$ cat src/rtl/altsyncram_rdstream.sv
// altsyncram_rdstream: burst reader for an altsyncram read port with latency compensation, credit-tracked FIFO and valid/ready output
// Ports: clock0/aclr0 clock and async active-high reset; start/base_address/length burst command;
//        busy/done status; mem_address/mem_rden/mem_q RAM read port; out_data/out_valid/out_ready/out_last stream.
module altsyncram_rdstream #(
    parameter int width        = 8,
    parameter int widthad      = 10,
    parameter int read_latency = 1,
    parameter int fifo_depth   = 4
) (
    input  logic               clock0,
    input  logic               aclr0,
    input  logic               start,
    input  logic [widthad-1:0] base_address,
    input  logic [widthad:0]   length,
    output logic               busy,
    output logic               done,
    output logic [widthad-1:0] mem_address,
    output logic               mem_rden,
    input  logic [width-1:0]   mem_q,
    output logic [width-1:0]   out_data,
    output logic               out_valid,
    input  logic               out_ready,
    output logic               out_last
);
    localparam int aw = $clog2(fifo_depth);
    localparam int cw = aw + 3;
    localparam logic [widthad:0] one = 1;

    generate
        if (read_latency != 1 && read_latency != 2) begin : g_bad_latency
            $error("altsyncram_rdstream: read_latency must be 1 or 2");
        end
        if (fifo_depth < read_latency + 1 || (fifo_depth & (fifo_depth - 1)) != 0) begin : g_bad_depth
            $error("altsyncram_rdstream: fifo_depth must be a power of 2 and at least read_latency+1");
        end
    endgenerate

    typedef enum logic [1:0] {IDLE, ISSUE, DRAIN, DONE} state_t;
    state_t state;

    logic [widthad-1:0]    nxt;
    logic [widthad:0]      remaining, delivered;
    logic [read_latency-1:0] pipe;
    logic [width-1:0]      fifo [fifo_depth];
    logic [aw-1:0]         wr_ptr, rd_ptr;
    logic [aw:0]           count;
    logic [cw-1:0]         occ;
    logic                  push, pop, credit;

    assign push      = pipe[read_latency-1];
    assign out_valid = count != '0;
    assign pop       = out_valid & out_ready;
    assign out_data  = fifo[rd_ptr];
    assign out_last  = out_valid && delivered == one;

    // Occupancy after this edge if nothing new is issued: every read still
    // travelling (the one on mem_rden plus the valid pipe) lands in the FIFO,
    // and a pop this edge frees a slot. Issuing is safe only if that leaves room.
    always_comb begin
        occ = cw'(count) + cw'(mem_rden) - cw'(pop);
        for (int i = 0; i < read_latency; i++) occ = occ + cw'(pipe[i]);
        credit = occ < cw'(fifo_depth);
    end

    always_ff @(posedge clock0 or posedge aclr0) begin
        if (aclr0) begin
            pipe   <= '0;
            wr_ptr <= '0;
            rd_ptr <= '0;
            count  <= '0;
            for (int i = 0; i < fifo_depth; i++) fifo[i] <= '0;
        end else begin
            pipe <= read_latency'({pipe, mem_rden});
            if (push) begin
                fifo[wr_ptr] <= mem_q;
                wr_ptr       <= wr_ptr + 1'b1;
            end
            if (pop) rd_ptr <= rd_ptr + 1'b1;
            count <= count + (aw+1)'(push) - (aw+1)'(pop);
        end
    end

    always_ff @(posedge clock0 or posedge aclr0) begin
        if (aclr0) begin
            state       <= IDLE;
            busy        <= 1'b0;
            done        <= 1'b0;
            mem_rden    <= 1'b0;
            mem_address <= '0;
            nxt         <= '0;
            remaining   <= '0;
            delivered   <= '0;
        end else begin
            mem_rden <= 1'b0;
            done     <= 1'b0;
            if (pop) delivered <= delivered - 1'b1;
            case (state)
                IDLE: if (start) begin
                    busy      <= 1'b1;
                    delivered <= length;
                    if (length == '0) begin
                        state <= DONE;
                        done  <= 1'b1;
                    end else begin
                        // first read goes out on the start edge itself
                        mem_rden    <= 1'b1;
                        mem_address <= base_address;
                        nxt         <= base_address + 1'b1;
                        remaining   <= length - 1'b1;
                        state       <= length == one ? DRAIN : ISSUE;
                    end
                end
                ISSUE: if (credit) begin
                    mem_rden    <= 1'b1;
                    mem_address <= nxt;
                    nxt         <= nxt + 1'b1;
                    remaining   <= remaining - 1'b1;
                    if (remaining == one) state <= DRAIN;
                end
                DRAIN: if (pop && out_last) begin
                    state <= DONE;
                    done  <= 1'b1;
                end
                DONE: begin
                    state <= IDLE;
                    busy  <= 1'b0;
                end
                default: state <= IDLE;
            endcase
        end
    end
endmodule

$ cat config.mk
export PLATFORM = sky130hd
export DESIGN_NAME = altsyncram_rdstream
export DESIGN_NICKNAME = d
export VERILOG_FILES = /design/src/rtl/altsyncram_rdstream.sv
export SDC_FILE = /design/constraint.sdc
export NUM_CORES = 1
export LEC_CHECK = 0
export CORE_MARGIN = 5
export CORE_UTILIZATION = 35
export DETAILED_ROUTE_END_ITERATION = 10
export HOLD_SLACK_MARGIN = 0.1
export SLEW_MARGIN = 20
export SYNTH_ARGS = -nofsm -noshare
export SYNTH_HDL_FRONTEND = slang
export SYNTH_SLANG_ARGS = --single-unit
$ cat constraint.sdc
create_clock -name clock0 -period 3.51 [get_ports clock0]
set_input_delay 0.702 -clock clock0 [delete_from_list [all_inputs] [get_ports clock0]]
set_output_delay 0.702 -clock clock0 [all_outputs]
set_load 0.02 [all_outputs]
==> results.yml, run 1 <==
synth:
  netlist_area_mm2: 0.005101
  synthMuxAreaShare_pct: 13.88
  ys.flop_type: "dfrtp_1"
  syn_nets: 538
  synthDistinctLibCells: 65
  synth_xor_area_share_pct: 4.807
  synthAdderAreaFrac_pct: 6.034
  syn-instance-count: 481
  synth_edf_count: 0
  async_flop_share_pct: 100.0
  yosysWarnings: 0
  synthSimpleGateAreaFrac_pct: 14.86
  syn_area_per_cell_um2: 10.61
  synth-compound-area-share_pct: 13.54
  synth_top_family_by_area: "simple AND/OR/NAND/NOR gates"
  seq_area_frac_synth_pct: 42.68
  ys_seq_elements: 87
clock_network:
  post_cts_buffers: 0
  htreeDepth: 3
  cts_sinks: 87
  cts_hold_buf: 0
  root_buffer: "clkbuf_16"
  clk_pin_slew_ns: 0.06
  insertion_delay_ns: 0.35
  clockBufferDepth: 2
  postCtsResizedCells: 0
  cts_tree: "done"
  cts_buffers: 9
power_and_ir_drop:
  power.share.combinational_pct: 49.8
  p_int_uw: 3606
  p_seq_share_pct: 32.9
  clkPwrFrac_pct: 17.3
  leakagePower_uw: 0.002559
  power_uw: 5938
  p_per_area_mw_per_mm2: 946.1
  switchingPower_uw: 2332
  switching_share_pct: 39.28
  max-vdd-ir-drop_v: 0.0004813
drt:
  first_pass_iters: 4
  drc_errors: 0
  antenna_left: 0
  drt-initial-drc-count: 221
  wl_um: 11550
  avgViaCountPerCell: 5.227
  vias: 3852
  routedWlPerCell_um: 15.67
worst_setup_path:
  path_class: "register to output port"
  worstPathRequired_ns: 2.81
  crit_fanout: 5
  arrival_ns: 2.59
  cp-start-kind: "register"
  end_kind: "output port"
global_routing:
  gr-total-overflow: 0
  grt_max_degree: 40
  antenna_found_initial: 0
  grt_pass1_vias: 3995
  gr-usage-all-layers_pct: 14.25
  grt_pass1_wl_um: 19290
timing:
  fmax_mhz: 303.9
  hold-worst-slack_ns: 0.4508
  period_share_pct: 93.75
  finalCriticalPeriod_ns: 3.291
  finalClockSkew_ns: 0.007381
  setup_tns_ns: 0
  slew_viol_final: 0
  slew_headroom_pct: 54.17
  worst_slew_pin_slew_ns: 0.6866
  finalSetupViolations: 0
  finalHoldViolCount: 0
  rsz0062_at_grt: "false"
floorplan:
  start_util_pct: 35.37
  rows: 44
  die_w_um: 130.7
  io_pins: 56
  dieArea_mm2: 0.01709
  core_area_mm2: 0.01442
  fp.dieH_um: 130.7
outcome:
  status: "finished, final reports clean"
place:
  placedCellCount: 722
  io_buffers: 55
  dp_hpwl_um: 8597
  gp_congestion: 0.8548
layout:
  regArea_mm2: 0.002177
  diodes: 0
  multi_input_area_mm2: 0.002713
  drive_gt1_share_pct: 18.81
  syn2layout_area_growth_pct: 23.03
  instances_no_fill: 737
  nets: 606
  fill_cells: 1350
worst_hold_path:
  min_path_type: "register to register"
run:
  drv_cap: 0
==> kinds of logic after synthesis <==
group | Yosys count
DFF | 87
AOI/OAI and AO/OA | 99
muxes | 56
xor gates and xnor gates | 28
buffers and inverters | 49
adders and majority gates | 24
and+or+nand+nor | 138
==> Yosys cell counts, types with 10 or more instances <==
cell,n,area share (%)
a21oi_1,39,3.8
clkbuf_1,10,0.74
dfrtp_1,87,43
ha_1,23,5.6
inv_1,28,2.1
mux2_2,34,7.5
mux2i_1,10,2.0
nand2_1,36,2.6
nand3_1,10,0.98
nor2_1,36,2.6
o21ai_0,12,1.2
o22ai_1,10,1.2
xnor2_1,14,2.4
xor2_1,14,2.4
==> worst max-delay path: stages (launching register included) <==
cell,delay [ns]
dfrtp_1,0.44
or4_1,0.58
nand4bb_1,0.27
nor3_1,0.29
clkdlybuf4s50_1,0.67
==> cell type report <==
type	instances	share of cell area (%)
sequential	87	34.69
clock buffer	9	3.589
timing repair buffer	77	11.60
clock inverter	6	1.475
multi-input combinational	345	43.22
tap	184	3.668
inverter	29	1.754
==> state kept, by name, summed over array words and instances, names as in the netlist <==
signal,flops
done,1
delivered,11
count,3
fifo,32
nxt,10
rd_ptr,2
wr_ptr,2
pipe,1
remaining,11
state,2
busy,1
mem_address,10
mem_rden,1
==> power by group through the flow <==
stage                     logic (uW)  registers (uW)  clock network [uW]
after floorplan                 2100            1890                   0
after global placement          2910            1940                   0
after detailed placement        2980            1970                   0
after CTS                       2990            1950                1070
after global routing            3270            2030                1100
final                           2960            1950                1030
==> per-layer routing <==
metal	vias up	routed length (um)	track usage [%]
li1	1875	-	-
met1	1876	5189	17.80
met2	85	5542	23.57
met3	16	577	3.821
met4	0	236	5.566
met5	-	0	0
==> metrics by stage <==
step                      utilization [%]  instance area, um^2  worst slack, ns
after floorplan                         -                 5101           0.2169
after global placement              41.31                 5958         -0.06058
after detailed placement            41.31                 5958          -0.1218
after CTS                           43.51                 6276           0.2021
after global routing                43.51                 6276          0.08030
final                               43.51                 6276           0.2192
==> final timing paths <==
path                               from        endpoint  slack [ns]  depth (start not counted)
max                        delivered[6]        out_last        0.22                          4
min                            mem_rden            pipe        0.45                          0
max reg2reg                    count[1]        state[0]        0.30                         12
min reg2reg                    mem_rden            pipe        0.45                          0
max in group asynchronous         aclr0  mem_address[7]        2.05                          3
min in group asynchronous         aclr0        fifo[25]        0.76                          2
==> cells in the final DEF, fill, tap and decap left out, drive strengths merged, types with 3 or more instances in the layout <==
| cell | n |
|---|---|
| nand3 | 11 |
| nand4 | 5 |
| clkbuf | 9 |
| nand2 | 36 |
| mux2 | 38 |
| nand2b | 4 |
| mux2i | 10 |
| and3 | 3 |
| nor3 | 9 |
| o21ai | 18 |
| nor2 | 37 |
| ha | 23 |
| nor4 | 7 |
| a31oi | 3 |
| xnor2 | 14 |
| buf | 22 |
| or4 | 7 |
| or3 | 6 |
| mux4 | 8 |
| a32o | 4 |
| o22ai | 10 |
| a21oi | 42 |
| clkdlybuf4s50 | 55 |
| o32ai | 3 |
| nor2b | 3 |
| xor2 | 14 |
| inv | 30 |
| dfrtp | 87 |
| a2bb2oi | 4 |
(Power assumes the default switching activity.)
==> run 2: changes to the inputs <==
- CORE_ASPECT_RATIO: unset -> 0.7
- clock period: 3.51 -> 3.12 ns (I/O delays scaled with it)
==> results.yml, run 2 (same netlist as run 1, synthesis figures left out) <==
timing:
  finalHoldViolCount: 0
  finalSetupViolations: 0
  slew_viol_final: 0
  fmax_mhz: 322.3
  worst_slew_pin_slew_ns: 0.7777
  fin_ws_ns: 0.01743
  period_share_pct: 99.44
  slew_headroom_pct: 48.16
  finalClockSkew_ns: 0.009456
  finalCriticalPeriod_ns: 3.103
  rsz0062_at_grt: "true"
power_and_ir_drop:
  p_per_area_mw_per_mm2: 1075
  power_uw: 7017
  leakagePower_uw: 0.002672
  max-vdd-ir-drop_v: 0.0004014
worst_setup_path:
  worst-path-buf-inv: 5
  critPathSlowestCell: "or4_4"
  path_class: "register to register"
  critPathTopFamily: "simple AND/OR/NAND/NOR gates"
  r2r_start: "count[2]"
  cp-start-kind: "register"
  cp_num_cells: 14
  r2r_setup_slack_ns: 0.02
  cpPeakStageDelay_ns: 0.52
  worstPathRequired_ns: 3.34
  arrival_ns: 3.32
  reg2reg_to: "nxt[2]"
  crit_fanout: 5
  path_cells: "or3_4 > nand2_4 > inv_4 > ha_4 > inv_4 > ha_4 > a21oi_4 > a2111oi_4 > buf_4 > or4_4 > buf_6 > buf_4 > a311oi_1 > a21oi_1"
  end_kind: "register"
  ff2ff_path_depth: 14
drt:
  vias: 3936
  wl_um: 12490
  avgViaCountPerCell: 5.152
  antenna_left: 0
  drt-initial-drc-count: 234
  drc_errors: 0
  routedWlPerCell_um: 16.35
  first_pass_iters: 4
layout:
  final_cell_mix: "dfrtp_1 (86), clkdlybuf4s50_1 (54), buf_4 (39)"
  largest_register_ffs: 32
  drive_gt1_share_pct: 24.74
  syn2layout_area_growth_pct: 27.91
  largest_register: "fifo"
  layout.cells.most_common: "dfrtp_1"
  nets: 626
  diodes: 0
  final_core_util_pct: 46.28
  post-route-cell-area_mm2: 0.006525
  top_regs: "fifo x32, delivered x11, remaining x11"
floorplan:
  fp.dieH_um: 111.0
  io_pins: 56
  die_w_um: 154.3
  start_util_pct: 36.18
  rows: 36
  dieArea_mm2: 0.01713
  core_area_mm2: 0.01410
clock_network:
  htreeDepth: 3
  cts_tree: "done"
  cts_hold_buf: 0
  root_buffer: "clkbuf_16"
  insertion_delay_ns: 0.34
  cts_sinks: 87
  clockBufferDepth: 2
  clk_pin_slew_ns: 0.07
  cts_buffers: 9
worst_hold_path:
  min_from: "mem_rden"
  min_path_type: "register to register"
  min_path_cells: 0
  min_to: "pipe"
place:
  gp_congestion: 0.8403
  place_area_mm2: 0.006080
  dpl_worst_slack_ns: -0.4461
  dp_hpwl_um: 9109
  io_buffers: 55
global_routing:
  grt_pass1_vias: 4080
  gr-total-overflow: 0
  grt_pass1_wl_um: 21110
  gr-usage-all-layers_pct: 14.96
  antenna_found_initial: 0
  grt_max_degree: 46
run:
  drv_cap: 0
outcome:
  status: "finished, final reports clean"
==> run 2: final cells by class <==
type | count | area (um^2)
flip-flops and latches | 87 | 2178
clock inverters | 7 | 72.57
multi-input cells | 345 | 2820
well taps | 190 | 237.7
repair buffers | 97 | 875.8
clock buffers | 9 | 225.2
inverters | 29 | 115.1
fillers | 1301 | 7574
==> run 2: timing repair <==
action | CTS | global route
setup endpoints to repair | 7 | 19
endpoints found under the hold margin | 0 | 0
pin swaps | 4 | 14
gates resized for setup | 3 | 18
buffers inserted | 0 | 8
==> run 2: routing by layer <==
| metal | track usage [%] | vias to the layer above | share of wire, % |
|---|---|---|---|
| met1 | 21.38 | 1957 | 49 |
| met4 | 3.176 | 0 | 0.46 |
| met2 | 23.28 | 65 | 47 |
| li1 | - | 1908 | - |
| met3 | 3.355 | 6 | 3.6 |
| met5 | 0 | - | 0 |
==> run 2: where the power goes <==
| group | internal (uW) | switching (uW) |
|---|---|---|
| Combinational | 1890 | 1860 |
| Sequential | 1710 | 494 |
| Clock | 565 | 503 |
| Total | 4170 | 2850 |
==> run 2: per-stage QoR <==
stage                     cells  hold slack [ns]    TNS, ns
after floorplan             481           0.4739          0
after global placement      740           0.4566     -8.460
after detailed placement    740           0.4627     -9.203
after CTS                   756           0.4792  -0.001269
after global routing        764           0.4933    -0.5119
final                       764           0.4772          0
==> run 2: worst max-delay path by stage <==
stage	end	from
floorplan	state[0]	count[1]
CTS	state[0]	count[1]
detailed placement	state[0]	out_ready
global route	nxt[2]	count[2]
finish	nxt[2]	count[2]
global placement	state[0]	out_ready
==> run 3: changes to the inputs <==
- SLEW_MARGIN: 20 -> 0
==> results of run 3 <==
The final DEF is identical to that of run 2; final timing and power are the same.
